===== src/rtl/qsfp_i2c_axi_regs_if.sv =====
// AXI4-Lite bus bundle between the host/traffic generator and the QSFP I2C
// register file.
interface qsfp_i2c_axi_regs_if #(
   parameter int ADDR_WIDTH = 32,
   parameter int DATA_WIDTH = 32
);
   logic [ADDR_WIDTH-1:0]   awaddr;
   logic                    awvalid;
   logic                    awready;
   logic [DATA_WIDTH-1:0]   wdata;
   logic [DATA_WIDTH/8-1:0] wstrb;
   logic                    wvalid;
   logic                    wready;
   logic [1:0]              bresp;
   logic                    bvalid;
   logic                    bready;
   logic [ADDR_WIDTH-1:0]   araddr;
   logic                    arvalid;
   logic                    arready;
   logic [DATA_WIDTH-1:0]   rdata;
   logic [1:0]              rresp;
   logic                    rvalid;
   logic                    rready;

   modport master (
      output awaddr, awvalid, wdata, wstrb, wvalid, bready, araddr, arvalid, rready,
      input  awready, wready, bresp, bvalid, arready, rdata, rresp, rvalid
   );

   modport slave (
      input  awaddr, awvalid, wdata, wstrb, wvalid, bready, araddr, arvalid, rready,
      output awready, wready, bresp, bvalid, arready, rdata, rresp, rvalid
   );
endinterface


===== src/rtl/qsfp_i2c_axi_regs.sv =====
// AXI4-Lite register file fronting the QSFP I2C engine: latches command fields,
// pulses i2c_start, and captures completion status and the read byte.
module qsfp_i2c_axi_regs #(
   parameter int          AXI_ADDR_WIDTH = 32,
   parameter int          AXI_DATA_WIDTH = 32,
   parameter logic [31:0] VERSION        = 32'h0001_0000
) (
   input  logic                s_axi_aclk,
   input  logic                s_axi_areset,
   qsfp_i2c_axi_regs_if.slave  s_axi,
   output logic                i2c_start,
   output logic                i2c_rw,
   output logic [7:0]          i2c_dev_id,
   output logic [15:0]         i2c_reg_addr,
   output logic [7:0]          i2c_wdata,
   input  logic                i2c_done,
   input  logic                i2c_nack,
   input  logic [7:0]          i2c_rdata
);
   localparam logic [5:0] OFF_CTRL    = 6'h00;
   localparam logic [5:0] OFF_ADDR    = 6'h04;
   localparam logic [5:0] OFF_WDATA   = 6'h08;
   localparam logic [5:0] OFF_RDATA   = 6'h0C;
   localparam logic [5:0] OFF_VERSION = 6'h20;

   localparam logic [1:0] RESP_OKAY   = 2'b00;
   localparam logic [1:0] RESP_SLVERR = 2'b10;
   localparam logic [1:0] RESP_DECERR = 2'b11;

   typedef enum logic {W_IDLE, W_RESP} w_state_t;
   typedef enum logic {R_IDLE, R_DATA} r_state_t;

   w_state_t                  w_state;
   logic                      awready_q, wready_q, bvalid_q;
   logic [1:0]                bresp_q;
   logic                      aw_held, w_held;
   logic [5:0]                aw_addr_q;
   logic [AXI_DATA_WIDTH-1:0] wdata_q;
   logic [3:0]                wstrb_q;

   r_state_t                  r_state;
   logic                      arready_q, rvalid_q;
   logic [AXI_DATA_WIDTH-1:0] rdata_q;
   logic [1:0]                rresp_q;

   logic                      op_q, done_q, nack_q, busy_q, start_q;
   logic [7:0]                dev_id_q, wbyte_q, rbyte_q;
   logic [15:0]               reg_addr_q;

   function automatic logic offset_valid(input logic [5:0] off);
      return off inside {OFF_CTRL, OFF_ADDR, OFF_WDATA, OFF_RDATA, OFF_VERSION};
   endfunction

   // A write completes from whichever mix of latched and same-cycle AW/W beats exists.
   logic                      aw_fire, w_fire, ar_fire, wr_en;
   logic [5:0]                wr_addr;
   logic [AXI_DATA_WIDTH-1:0] wr_data;
   logic [3:0]                wr_strb;
   logic                      wr_ctrl, start_req, start_ok;
   logic [1:0]                wr_resp;

   assign aw_fire   = s_axi.awvalid & awready_q;
   assign w_fire    = s_axi.wvalid & wready_q;
   assign ar_fire   = s_axi.arvalid & arready_q;
   assign wr_addr   = aw_held ? aw_addr_q : s_axi.awaddr[5:0];
   assign wr_data   = w_held ? wdata_q : s_axi.wdata;
   assign wr_strb   = w_held ? wstrb_q : s_axi.wstrb;
   assign wr_en     = (w_state == W_IDLE) & (aw_held | aw_fire) & (w_held | w_fire);
   assign wr_ctrl   = wr_en & (wr_addr == OFF_CTRL);
   assign start_req = wr_ctrl & wr_strb[0];
   assign start_ok  = start_req & ~busy_q;
   assign wr_resp   = !offset_valid(wr_addr) ? RESP_DECERR :
                      (start_req & busy_q)    ? RESP_SLVERR : RESP_OKAY;

   logic unused_bits;
   assign unused_bits = ^{s_axi.awaddr, s_axi.araddr, wr_data, wr_strb};

   // NOTE: state registers use non-blocking (<=) so every block sees pre-edge values.
   always_ff @(posedge s_axi_aclk) begin
      if (s_axi_areset) begin
         w_state   <= W_IDLE;
         awready_q <= 1'b0;
         wready_q  <= 1'b0;
         bvalid_q  <= 1'b0;
         bresp_q   <= RESP_OKAY;
         aw_held   <= 1'b0;
         w_held    <= 1'b0;
         aw_addr_q <= '0;
         wdata_q   <= '0;
         wstrb_q   <= '0;
      end else begin
         case (w_state)
            W_IDLE: begin
               if (wr_en) begin
                  aw_held   <= 1'b0;
                  w_held    <= 1'b0;
                  awready_q <= 1'b0;
                  wready_q  <= 1'b0;
                  bvalid_q  <= 1'b1;
                  bresp_q   <= wr_resp;
                  w_state   <= W_RESP;
               end else begin
                  if (aw_fire) begin
                     aw_held   <= 1'b1;
                     aw_addr_q <= s_axi.awaddr[5:0];
                  end
                  if (w_fire) begin
                     w_held  <= 1'b1;
                     wdata_q <= s_axi.wdata;
                     wstrb_q <= s_axi.wstrb;
                  end
                  awready_q <= ~(aw_held | aw_fire);
                  wready_q  <= ~(w_held | w_fire);
               end
            end
            W_RESP: begin
               if (s_axi.bready) begin
                  bvalid_q  <= 1'b0;
                  awready_q <= 1'b1;
                  wready_q  <= 1'b1;
                  w_state   <= W_IDLE;
               end
            end
         endcase
      end
   end

   // NOTE: every combinational output gets a default first so no latch is inferred.
   logic [AXI_DATA_WIDTH-1:0] rd_word;
   always_comb begin
      rd_word = '0;
      case (s_axi.araddr[5:0])
         OFF_CTRL:    rd_word = {op_q, done_q, nack_q, busy_q, 20'h0, dev_id_q};
         OFF_ADDR:    rd_word = {16'h0, reg_addr_q};
         OFF_WDATA:   rd_word = {24'h0, wbyte_q};
         OFF_RDATA:   rd_word = {24'h0, rbyte_q};
         OFF_VERSION: rd_word = VERSION;
         default:     rd_word = '0;
      endcase
   end

   always_ff @(posedge s_axi_aclk) begin
      if (s_axi_areset) begin
         r_state   <= R_IDLE;
         arready_q <= 1'b0;
         rvalid_q  <= 1'b0;
         rdata_q   <= '0;
         rresp_q   <= RESP_OKAY;
      end else begin
         case (r_state)
            R_IDLE: begin
               if (ar_fire) begin
                  rdata_q   <= rd_word;
                  rresp_q   <= offset_valid(s_axi.araddr[5:0]) ? RESP_OKAY : RESP_DECERR;
                  rvalid_q  <= 1'b1;
                  arready_q <= 1'b0;
                  r_state   <= R_DATA;
               end else begin
                  arready_q <= 1'b1;
               end
            end
            R_DATA: begin
               if (s_axi.rready) begin
                  rvalid_q  <= 1'b0;
                  arready_q <= 1'b1;
                  r_state   <= R_IDLE;
               end
            end
         endcase
      end
   end

   // Start and done are mutually exclusive: start needs BUSY low, done needs it high.
   always_ff @(posedge s_axi_aclk) begin
      if (s_axi_areset) begin
         op_q       <= 1'b0;
         done_q     <= 1'b0;
         nack_q     <= 1'b0;
         busy_q     <= 1'b0;
         start_q    <= 1'b0;
         dev_id_q   <= '0;
         reg_addr_q <= '0;
         wbyte_q    <= '0;
         rbyte_q    <= '0;
      end else begin
         start_q <= start_ok;
         if (start_ok) begin
            if (wr_strb[3]) op_q <= wr_data[31];
            dev_id_q <= wr_data[7:0];
            busy_q   <= 1'b1;
            done_q   <= 1'b0;
            nack_q   <= 1'b0;
         end else if (wr_ctrl && !wr_strb[0] && wr_strb[3]) begin
            op_q <= wr_data[31];
         end
         if (i2c_done && busy_q) begin
            busy_q <= 1'b0;
            done_q <= 1'b1;
            nack_q <= i2c_nack;
            if (op_q) rbyte_q <= i2c_rdata;
         end
         if (wr_en && wr_addr == OFF_ADDR) begin
            if (wr_strb[0]) reg_addr_q[7:0]  <= wr_data[7:0];
            if (wr_strb[1]) reg_addr_q[15:8] <= wr_data[15:8];
         end
         if (wr_en && wr_addr == OFF_WDATA && wr_strb[0]) wbyte_q <= wr_data[7:0];
      end
   end

   assign s_axi.awready = awready_q;
   assign s_axi.wready  = wready_q;
   assign s_axi.bvalid  = bvalid_q;
   assign s_axi.bresp   = bresp_q;
   assign s_axi.arready = arready_q;
   assign s_axi.rvalid  = rvalid_q;
   assign s_axi.rdata   = rdata_q;
   assign s_axi.rresp   = rresp_q;

   assign i2c_start    = start_q;
   assign i2c_rw       = op_q;
   assign i2c_dev_id   = dev_id_q;
   assign i2c_reg_addr = reg_addr_q;
   assign i2c_wdata    = wbyte_q;
endmodule


===== src/flat_wrapper.sv =====
// flat-port wrapper written by rule: the top's interface ports become plain ports
module qsfp_i2c_axi_regs_flat 
#(
   parameter int          AXI_ADDR_WIDTH = 32,
   parameter int          AXI_DATA_WIDTH = 32,
   parameter logic [31:0] VERSION        = 32'h0001_0000
)
  (s_axi_aclk, s_axi_areset, i2c_start, i2c_rw, i2c_dev_id, i2c_reg_addr, i2c_wdata, i2c_done, i2c_nack, i2c_rdata, s_axi_awaddr, s_axi_awvalid, s_axi_wdata, s_axi_wstrb, s_axi_wvalid, s_axi_bready, s_axi_araddr, s_axi_arvalid, s_axi_rready, s_axi_awready, s_axi_wready, s_axi_bresp, s_axi_bvalid, s_axi_arready, s_axi_rdata, s_axi_rresp, s_axi_rvalid);
  qsfp_i2c_axi_regs_if #(.ADDR_WIDTH(32), .DATA_WIDTH(32)) s_axi_i ();
  input  logic s_axi_aclk;
  input  logic s_axi_areset;
  output logic i2c_start;
  output logic i2c_rw;
  output logic [7:0] i2c_dev_id;
  output logic [15:0] i2c_reg_addr;
  output logic [7:0] i2c_wdata;
  input  logic i2c_done;
  input  logic i2c_nack;
  input  logic [7:0] i2c_rdata;
  input wire logic [$bits(s_axi_i.awaddr)-1:0] s_axi_awaddr;
  input wire logic [$bits(s_axi_i.awvalid)-1:0] s_axi_awvalid;
  input wire logic [$bits(s_axi_i.wdata)-1:0] s_axi_wdata;
  input wire logic [$bits(s_axi_i.wstrb)-1:0] s_axi_wstrb;
  input wire logic [$bits(s_axi_i.wvalid)-1:0] s_axi_wvalid;
  input wire logic [$bits(s_axi_i.bready)-1:0] s_axi_bready;
  input wire logic [$bits(s_axi_i.araddr)-1:0] s_axi_araddr;
  input wire logic [$bits(s_axi_i.arvalid)-1:0] s_axi_arvalid;
  input wire logic [$bits(s_axi_i.rready)-1:0] s_axi_rready;
  output wire logic [$bits(s_axi_i.awready)-1:0] s_axi_awready;
  output wire logic [$bits(s_axi_i.wready)-1:0] s_axi_wready;
  output wire logic [$bits(s_axi_i.bresp)-1:0] s_axi_bresp;
  output wire logic [$bits(s_axi_i.bvalid)-1:0] s_axi_bvalid;
  output wire logic [$bits(s_axi_i.arready)-1:0] s_axi_arready;
  output wire logic [$bits(s_axi_i.rdata)-1:0] s_axi_rdata;
  output wire logic [$bits(s_axi_i.rresp)-1:0] s_axi_rresp;
  output wire logic [$bits(s_axi_i.rvalid)-1:0] s_axi_rvalid;
  assign s_axi_i.awaddr = s_axi_awaddr;
  assign s_axi_i.awvalid = s_axi_awvalid;
  assign s_axi_i.wdata = s_axi_wdata;
  assign s_axi_i.wstrb = s_axi_wstrb;
  assign s_axi_i.wvalid = s_axi_wvalid;
  assign s_axi_i.bready = s_axi_bready;
  assign s_axi_i.araddr = s_axi_araddr;
  assign s_axi_i.arvalid = s_axi_arvalid;
  assign s_axi_i.rready = s_axi_rready;
  assign s_axi_awready = s_axi_i.awready;
  assign s_axi_wready = s_axi_i.wready;
  assign s_axi_bresp = s_axi_i.bresp;
  assign s_axi_bvalid = s_axi_i.bvalid;
  assign s_axi_arready = s_axi_i.arready;
  assign s_axi_rdata = s_axi_i.rdata;
  assign s_axi_rresp = s_axi_i.rresp;
  assign s_axi_rvalid = s_axi_i.rvalid;
  qsfp_i2c_axi_regs #(.AXI_ADDR_WIDTH(AXI_ADDR_WIDTH), .AXI_DATA_WIDTH(AXI_DATA_WIDTH), .VERSION(VERSION)) u_core (.s_axi_aclk(s_axi_aclk), .s_axi_areset(s_axi_areset), .s_axi(s_axi_i), .i2c_start(i2c_start), .i2c_rw(i2c_rw), .i2c_dev_id(i2c_dev_id), .i2c_reg_addr(i2c_reg_addr), .i2c_wdata(i2c_wdata), .i2c_done(i2c_done), .i2c_nack(i2c_nack), .i2c_rdata(i2c_rdata));
endmodule

===== config.mk =====
export PLATFORM = sky130hd
export DESIGN_NAME = qsfp_i2c_axi_regs_flat
export DESIGN_NICKNAME = d
export VERILOG_FILES = /design/src/rtl/qsfp_i2c_axi_regs_if.sv /design/src/rtl/qsfp_i2c_axi_regs.sv /design/src/flat_wrapper.sv
export SDC_FILE = /design/constraint.sdc
export NUM_CORES = 1
export LEC_CHECK = 0
export CORE_MARGIN = 8
export CORE_UTILIZATION = 42
export DETAILED_ROUTE_END_ITERATION = 16
export GPL_ROUTABILITY_DRIVEN = 0
export GPL_TIMING_DRIVEN = 0
export PLACE_DENSITY = 0.88
export SYNTH_ARGS = -nofsm -noshare
export SYNTH_HDL_FRONTEND = slang
export SYNTH_SLANG_ARGS = --single-unit

===== constraint.sdc =====
create_clock -name s_axi_aclk -period 2.75 [get_ports s_axi_aclk]
set_input_delay 0.825 -clock s_axi_aclk [delete_from_list [all_inputs] [get_ports s_axi_aclk]]
set_output_delay 0.825 -clock s_axi_aclk [all_outputs]
set_load 0.005 [all_outputs]

==> flow_metrics.env, run 1 <==
export IMPL_startpoint_type="primary input"
export IMPL_antenna_left=0
export IMPL_synthArstFlopShare_pct=0
export IMPL_path_clk_slew_ns=0.09
export IMPL_via_per_inst=5.48
export IMPL_cts_root_buf="clkbuf_8"
export IMPL_fp_dieArea_um2=14100
export IMPL_dp_final_hpwl_mm=10.3
export IMPL_drc_errors=0
export IMPL_antennaDiodeCount=0
export IMPL_crit_type="in -> reg"
export IMPL_worst_pin_slew_ns=0.807
export IMPL_power_leakage_nw=2.14
export IMPL_dpl_cell_count=713
export IMPL_die_h_um=119
export IMPL_clk_insertion_delay_late_ns=0.36
export IMPL_finalHoldViolations=0
export IMPL_nFillCells=892
export IMPL_hp_class="reg -> reg"
export IMPL_setup_viol=0
export IMPL_clockBufferDepth=2
export IMPL_fp_dieW_um=119
export IMPL_io_pins=192
export IMPL_avgRoutedWirePerCell_um=18.0
export IMPL_place_area_um2=5770
export IMPL_slew_headroom_pct=45.8
export IMPL_yosys_warnings=0
export IMPL_first_global_vias=4135
export IMPL_ys_flop_type="dfxtp_1"
export IMPL_io_buffer_count=112
export IMPL_p_per_area_nw_per_um2=472
export IMPL_syn_to_final_growth_pct=35.6
export IMPL_status="finished clean"
export IMPL_cap_violations=0
export IMPL_vdd_drop_max_uv=316
export IMPL_cp_required_ns=3.01
export IMPL_grt_util_all_layers_pct=18.5
export IMPL_netlist_area_um2=4450
export IMPL_final_cell_mix="clkdlybuf4s50_1, dfxtp_1, mux2i_1"
export IMPL_grt_setup_unrepaired="yes"
export IMPL_fp_row_count=37
export IMPL_fin_skew_ns=0.00944
export IMPL_drive_above_1_share_pct=11.3
export IMPL_p_int_w=0.00211
export IMPL_cp_top_family="buffers and inverters"
export IMPL_final_nets=707
export IMPL_crit_arrival_ns=2.92
export IMPL_syn_inst=455
export IMPL_core_um2=10300
export IMPL_first_iter_violations=310
export IMPL_totalPowerFinal_w=0.00284
export IMPL_overflow=0
export IMPL_final_instance_count_excl_fill=731
export IMPL_netSwitchingPower_w=0.000736
export IMPL_yosysSeqAreaShare_pct=46.8
export IMPL_cts_tree="yes"
export IMPL_routed_wl_mm=13.1
export IMPL_final_common_cell="clkdlybuf4s50_1"
export IMPL_ys_seq_elements=104
export IMPL_synth_cell_types=45
export IMPL_cts_sinks=104
export IMPL_seqPwrFrac_pct=55.1
export IMPL_crit_path_max_fanout=10
export IMPL_switching_share_pct=25.9
export IMPL_drtPass1Iterations=5
export IMPL_p_clk_share_pct=31.1
export IMPL_cts_made_buffers=9
export IMPL_hold_ws_ns=0.461
export IMPL_cpPeakStageDelay_ns=0.45
export IMPL_cpMaxStageDelayCell="or3_1"
export IMPL_fmax_mhz=376
export IMPL_grt_max_degree=17
export IMPL_num_vias=4009
export IMPL_combPwrFrac_pct=13.8
export IMPL_synth_edff_count=0
export IMPL_postLayoutCellArea_um2=6030
export IMPL_fin_crit_ns=2.66
export IMPL_crit_path_end_kind="flip-flop"
export IMPL_avgSynthCellArea_um2=9.77
export IMPL_slew_violations=0
export IMPL_timing_final_crit_share_pct=96.8
export IMPL_grt_pass1_wl_mm=21.4
export IMPL_cp_cell_sequence="clkdlybuf4s50_1, or3_1, a222oi_1, buf_4, buf_2, a31oi_1, a311oi_1"
export IMPL_initial_core_util_pct=43.1
export IMPL_cp_num_buf_inv=3
export IMPL_cts_max_level=3
export IMPL_antenna_found_initial=0
## through the flow
stage                     worst slack [ns]  setup TNS [ns]  utilization (%)
after CTS                           0.0385               0             58.1
after global routing               -0.0616          -0.110             58.4
final                               0.0889               0             58.4
after detailed placement            -0.602          -21.79             55.9
after global placement              -0.420          -16.51             55.9
after floorplan                      0.343               0                -
## metal layers
| metal | global-route usage, % | vias to the layer above | part of all wire, % |
|---|---|---|---|
| met5 | 0 | - | 0 |
| met4 | 6.40 | 0 | 1.6 |
| met3 | 5.05 | 20 | 7.1 |
| met2 | 31.1 | 156 | 49 |
| met1 | 22.3 | 1922 | 43 |
| li1 | - | 1911 | - |
## logic make-up (layout without fill, tap and decap cells)
| logic type | Yosys count | after routing | share of synthesized area (%) |
|---|---|---|---|
| other | 1 | 11 | 0.0844 |
| muxes | 68 | 68 | 17.6 |
| DFF | 104 | 104 | 46.8 |
| AOI/OAI and AO/OA | 95 | 95 | 14.9 |
| and+or+nand+nor | 126 | 126 | 14.2 |
| buffers and inverters | 61 | 191 | 6.39 |
## layout make-up
class                      count  area [µm²]  share of cell area, %
multi-input combinational    300        2160                   35.9
sequential                   104        2080                   34.5
timing repair buffer         115        1140                   19.0
buffer                        47         239                   3.96
tap                          136         170                   2.82
clock buffer                  11         151                   2.51
inverter                      13        48.8                  0.809
clock inverter                 5        31.3                  0.519
## synth_stat cells, types with 3 or more instances
| cell | instances | area [µm²] |
|---|---|---|
| or2_2 | 5 | 31.3 |
| nand3b_1 | 4 | 30.0 |
| or3b_2 | 3 | 26.3 |
| nor3b_1 | 4 | 30.0 |
| nand4_1 | 4 | 25.0 |
| clkbuf_1 | 26 | 97.6 |
| and2_1 | 3 | 18.8 |
| a22oi_1 | 13 | 97.6 |
| o21ai_0 | 11 | 55.1 |
| a311oi_1 | 24 | 210 |
| dfxtp_1 | 104 | 2080 |
| nand3_1 | 4 | 20.0 |
| buf_4 | 12 | 90.1 |
| a21oi_1 | 22 | 110 |
| nand2_1 | 19 | 71.3 |
| a222oi_1 | 3 | 30.0 |
| inv_1 | 13 | 48.8 |
| mux4_2 | 8 | 180 |
| nor2_1 | 57 | 214 |
| mux2i_1 | 58 | 581 |
| a31oi_1 | 12 | 75.1 |
| or3_1 | 5 | 31.3 |
| nor4_1 | 4 | 25.0 |
| buf_2 | 7 | 35.0 |
| nand2b_1 | 5 | 31.3 |
## worst paths after layout
| kind | startpoint | to | slack [ns] | cells after the start |
|---|---|---|---|---|
| worst min-delay path | u_core.s_axi.rdata[1]$_SDFFE_PP0P_ | u_core.s_axi.rdata[1]$_SDFFE_PP0P_ | 0.46 | 2 |
| worst max-delay path | s_axi_awaddr[0] | u_core.i2c_dev_id[0]$_SDFFE_PP0P_ | 0.09 | 7 |
| worst max register to register | u_core.aw_held$_SDFFE_PP0P_ | u_core.i2c_dev_id[0]$_SDFFE_PP0P_ | 0.39 | 7 |
| worst min register to register | u_core.s_axi.rdata[1]$_SDFFE_PP0P_ | u_core.s_axi.rdata[1]$_SDFFE_PP0P_ | 0.46 | 2 |
## power by group through the flow
stage / clock network [W] / logic, W / registers (W)
floorplan: 0 / 0.000215 / 0.00159
global route: 0.000968 / 0.000426 / 0.00157
finish: 0.000885 / 0.000393 / 0.00157
CTS: 0.000898 / 0.000382 / 0.00156
detailed placement: 0 / 0.000374 / 0.00160
global placement: 0 / 0.000362 / 0.00160
## flip-flops by register name, summed over array words and instances (netlist names), 2 cells and up
register,cells
u_core.rbyte_q,8
u_core.aw_addr_q,6
u_core.i2c_dev_id,8
u_core.i2c_reg_addr,16
u_core.wdata_q,17
u_core.s_axi.rdata,21
u_core.s_axi.bresp,2
u_core.wstrb_q,3
u_core.i2c_wdata,8
## repair_timing
item,4_1_cts,5_1_grt
resized for setup,3,14
hold buffers,0,0
pin swaps,1,1
endpoints found under the setup margin,16,37
setup buffers,2,1
## worst min-delay path, stage by stage, from the launching register on
cell,delay [ns]
dfxtp_1,0.33
nand2_1,0.05
o21ai_0,0.05
(Power assumes the default switching activity.)
==> run 2, diff against run 1 <==
Settings changed: CTS_CLUSTER_DIAMETER from default to 60, CTS_CLUSTER_SIZE from default to 10.
==> results of run 2 <==
No change in the layout: final DEF, timing and power equal those of run 1.
==> run 3, diff against run 2 <==
Settings changed: CAP_MARGIN from default to 10, MAX_ROUTING_LAYER from default to met4.
Clock period 2.75 ns to 2.5 ns, I/O delays scaled along.
==> flow_metrics.env, run 3 (synthesis results as in run 1) <==
export IMPL_via_per_inst=5.51
export IMPL_fmax_mhz=412
export IMPL_fp_row_count=37
export IMPL_finalHoldViolations=0
export IMPL_overflow=0
export IMPL_initial_core_util_pct=43.1
export IMPL_io_buffer_count=112
export IMPL_die_h_um=119
export IMPL_timing_final_crit_share_pct=97.1
export IMPL_clockBufferDepth=2
export IMPL_cts_tree="yes"
export IMPL_path_clk_slew_ns=0.09
export IMPL_crit_type="in -> reg"
export IMPL_io_pins=192
export IMPL_antenna_left=0
export IMPL_cap_violations=0
export IMPL_startpoint_type="primary input"
export IMPL_setup_slack_ns=0.0728
export IMPL_first_global_vias=4150
export IMPL_final_cell_mix="clkdlybuf4s50_1, dfxtp_1, mux2i_1"
export IMPL_worst_pin_slew_ns=0.798
export IMPL_final_common_cell="clkdlybuf4s50_1"
export IMPL_cts_max_level=3
export IMPL_avgRoutedWirePerCell_um=18.2
export IMPL_pre_cts_ws_ns=-0.777
export IMPL_fin_skew_ns=0.00670
export IMPL_drtPass1Iterations=5
export IMPL_routed_wl_mm=13.3
export IMPL_syn_to_final_growth_pct=36.7
export IMPL_first_iter_violations=277
export IMPL_setup_viol=0
export IMPL_holdBufCountCts=0
export IMPL_antenna_found_initial=0
export IMPL_grt_setup_unrepaired="no"
export IMPL_crit_path_end_kind="flip-flop"
export IMPL_drc_errors=0
export IMPL_largest_register_ffs=21
export IMPL_place_area_um2=5770
export IMPL_fp_dieArea_um2=14100
export IMPL_clk_insertion_delay_late_ns=0.36
export IMPL_totalPowerFinal_w=0.00314
export IMPL_met2_usage_pct=31.4
export IMPL_slew_headroom_pct=46.3
export IMPL_status="finished clean"
export IMPL_core_um2=10300
export IMPL_fin_crit_ns=2.43
export IMPL_grt_use_met1_pct=22.6
export IMPL_slew_violations=0
export IMPL_cts_made_buffers=9
export IMPL_dp_final_hpwl_mm=10.3
export IMPL_grt_util_all_layers_pct=19.2
export IMPL_num_vias=4030
export IMPL_crit_path_max_fanout=10
export IMPL_cts_root_buf="clkbuf_8"
export IMPL_power_leakage_nw=2.17
export IMPL_crit_arrival_ns=2.70
export IMPL_drive_above_1_share_pct=12.8
export IMPL_hold_ws_ns=0.461
export IMPL_fp_dieW_um=119
export IMPL_use_met3_pct=4.77
export IMPL_cts_sinks=104
export IMPL_grt_max_degree=17
export IMPL_antennaDiodeCount=0
export IMPL_vdd_drop_max_uv=343
export IMPL_grt_pass1_wl_mm=21.6
export IMPL_final_nets=707
export IMPL_hp_class="reg -> reg"
export IMPL_postLayoutCellArea_um2=6080
export IMPL_grt_busiest_layer="met2"
export IMPL_p_per_area_nw_per_um2=516
export IMPL_cp_required_ns=2.77
==> run 3: cell types whose count changed in the layout (fill, tap and decap cells not counted), sizes merged <==
cell	change
buf	+1
clkbuf	-1
clkdlybuf4s50	-1
dlymetal6s2s	+1
==> run 3: path summary, 6_finish.rpt <==
check | from | endpoint | slack, ns | depth (start not counted)
max | s_axi_awaddr[0] | u_core.i2c_dev_id[4]$_SDFFE_PP0P_ | 0.07 | 7
min | u_core.s_axi.rdata[1]$_SDFFE_PP0P_ | u_core.s_axi.rdata[1]$_SDFFE_PP0P_ | 0.46 | 2
max reg2reg | u_core.aw_held$_SDFFE_PP0P_ | u_core.i2c_dev_id[4]$_SDFFE_PP0P_ | 0.24 | 7
min reg2reg | u_core.s_axi.rdata[1]$_SDFFE_PP0P_ | u_core.s_axi.rdata[1]$_SDFFE_PP0P_ | 0.46 | 2
==> run 3: area by class of cell <==
cell class	count	area [µm²]
Multi-Input combinational cell	300	2180
Timing Repair Buffer	115	1150
Buffer	47	264
Tap cell	136	170
Inverter	13	48.8
Clock buffer	11	151
Clock inverter	5	31.3
Sequential cell	104	2080
Fill cell	877	4250
==> run 3: power breakdown <==
group | switching [W] | internal [W]
sequential | 0.0000280 | 0.00170
clock | 0.000561 | 0.000414
combinational | 0.000226 | 0.000214
==> run 3: per-layer routing <==
layer	vias to the layer above	share of wire [%]
met2	162	49
li1	1913	-
met5	-	0
met4	0	1.6
met1	1935	42
met3	20	7.3
==> run 3: metrics by stage <==
step / setup TNS (ns) / utilization (%) / std cells
floorplan: 0 / - / 465
global placement: -32.62 / 55.9 / 713
detailed placement: -38.15 / 55.9 / 713
CTS: 0 / 58.4 / 731
global route: 0 / 58.9 / 731
finish: 0 / 58.9 / 731
==> run 3: what timing repair did <==
item,CTS,global route
pin swaps,1,8
hold endpoints to repair,0,0
endpoints found under the setup margin,53,58
resized for setup,13,21
setup buffers,3,0
==> run 3: worst max-delay path, cell delays in order <==
cell and delay, ns:
clkdlybuf4s50_1 0.42, or3_4 0.42, a222oi_1 0.38, buf_4 0.20
buf_6 0.14, a31oi_1 0.09, a311oi_1 0.28
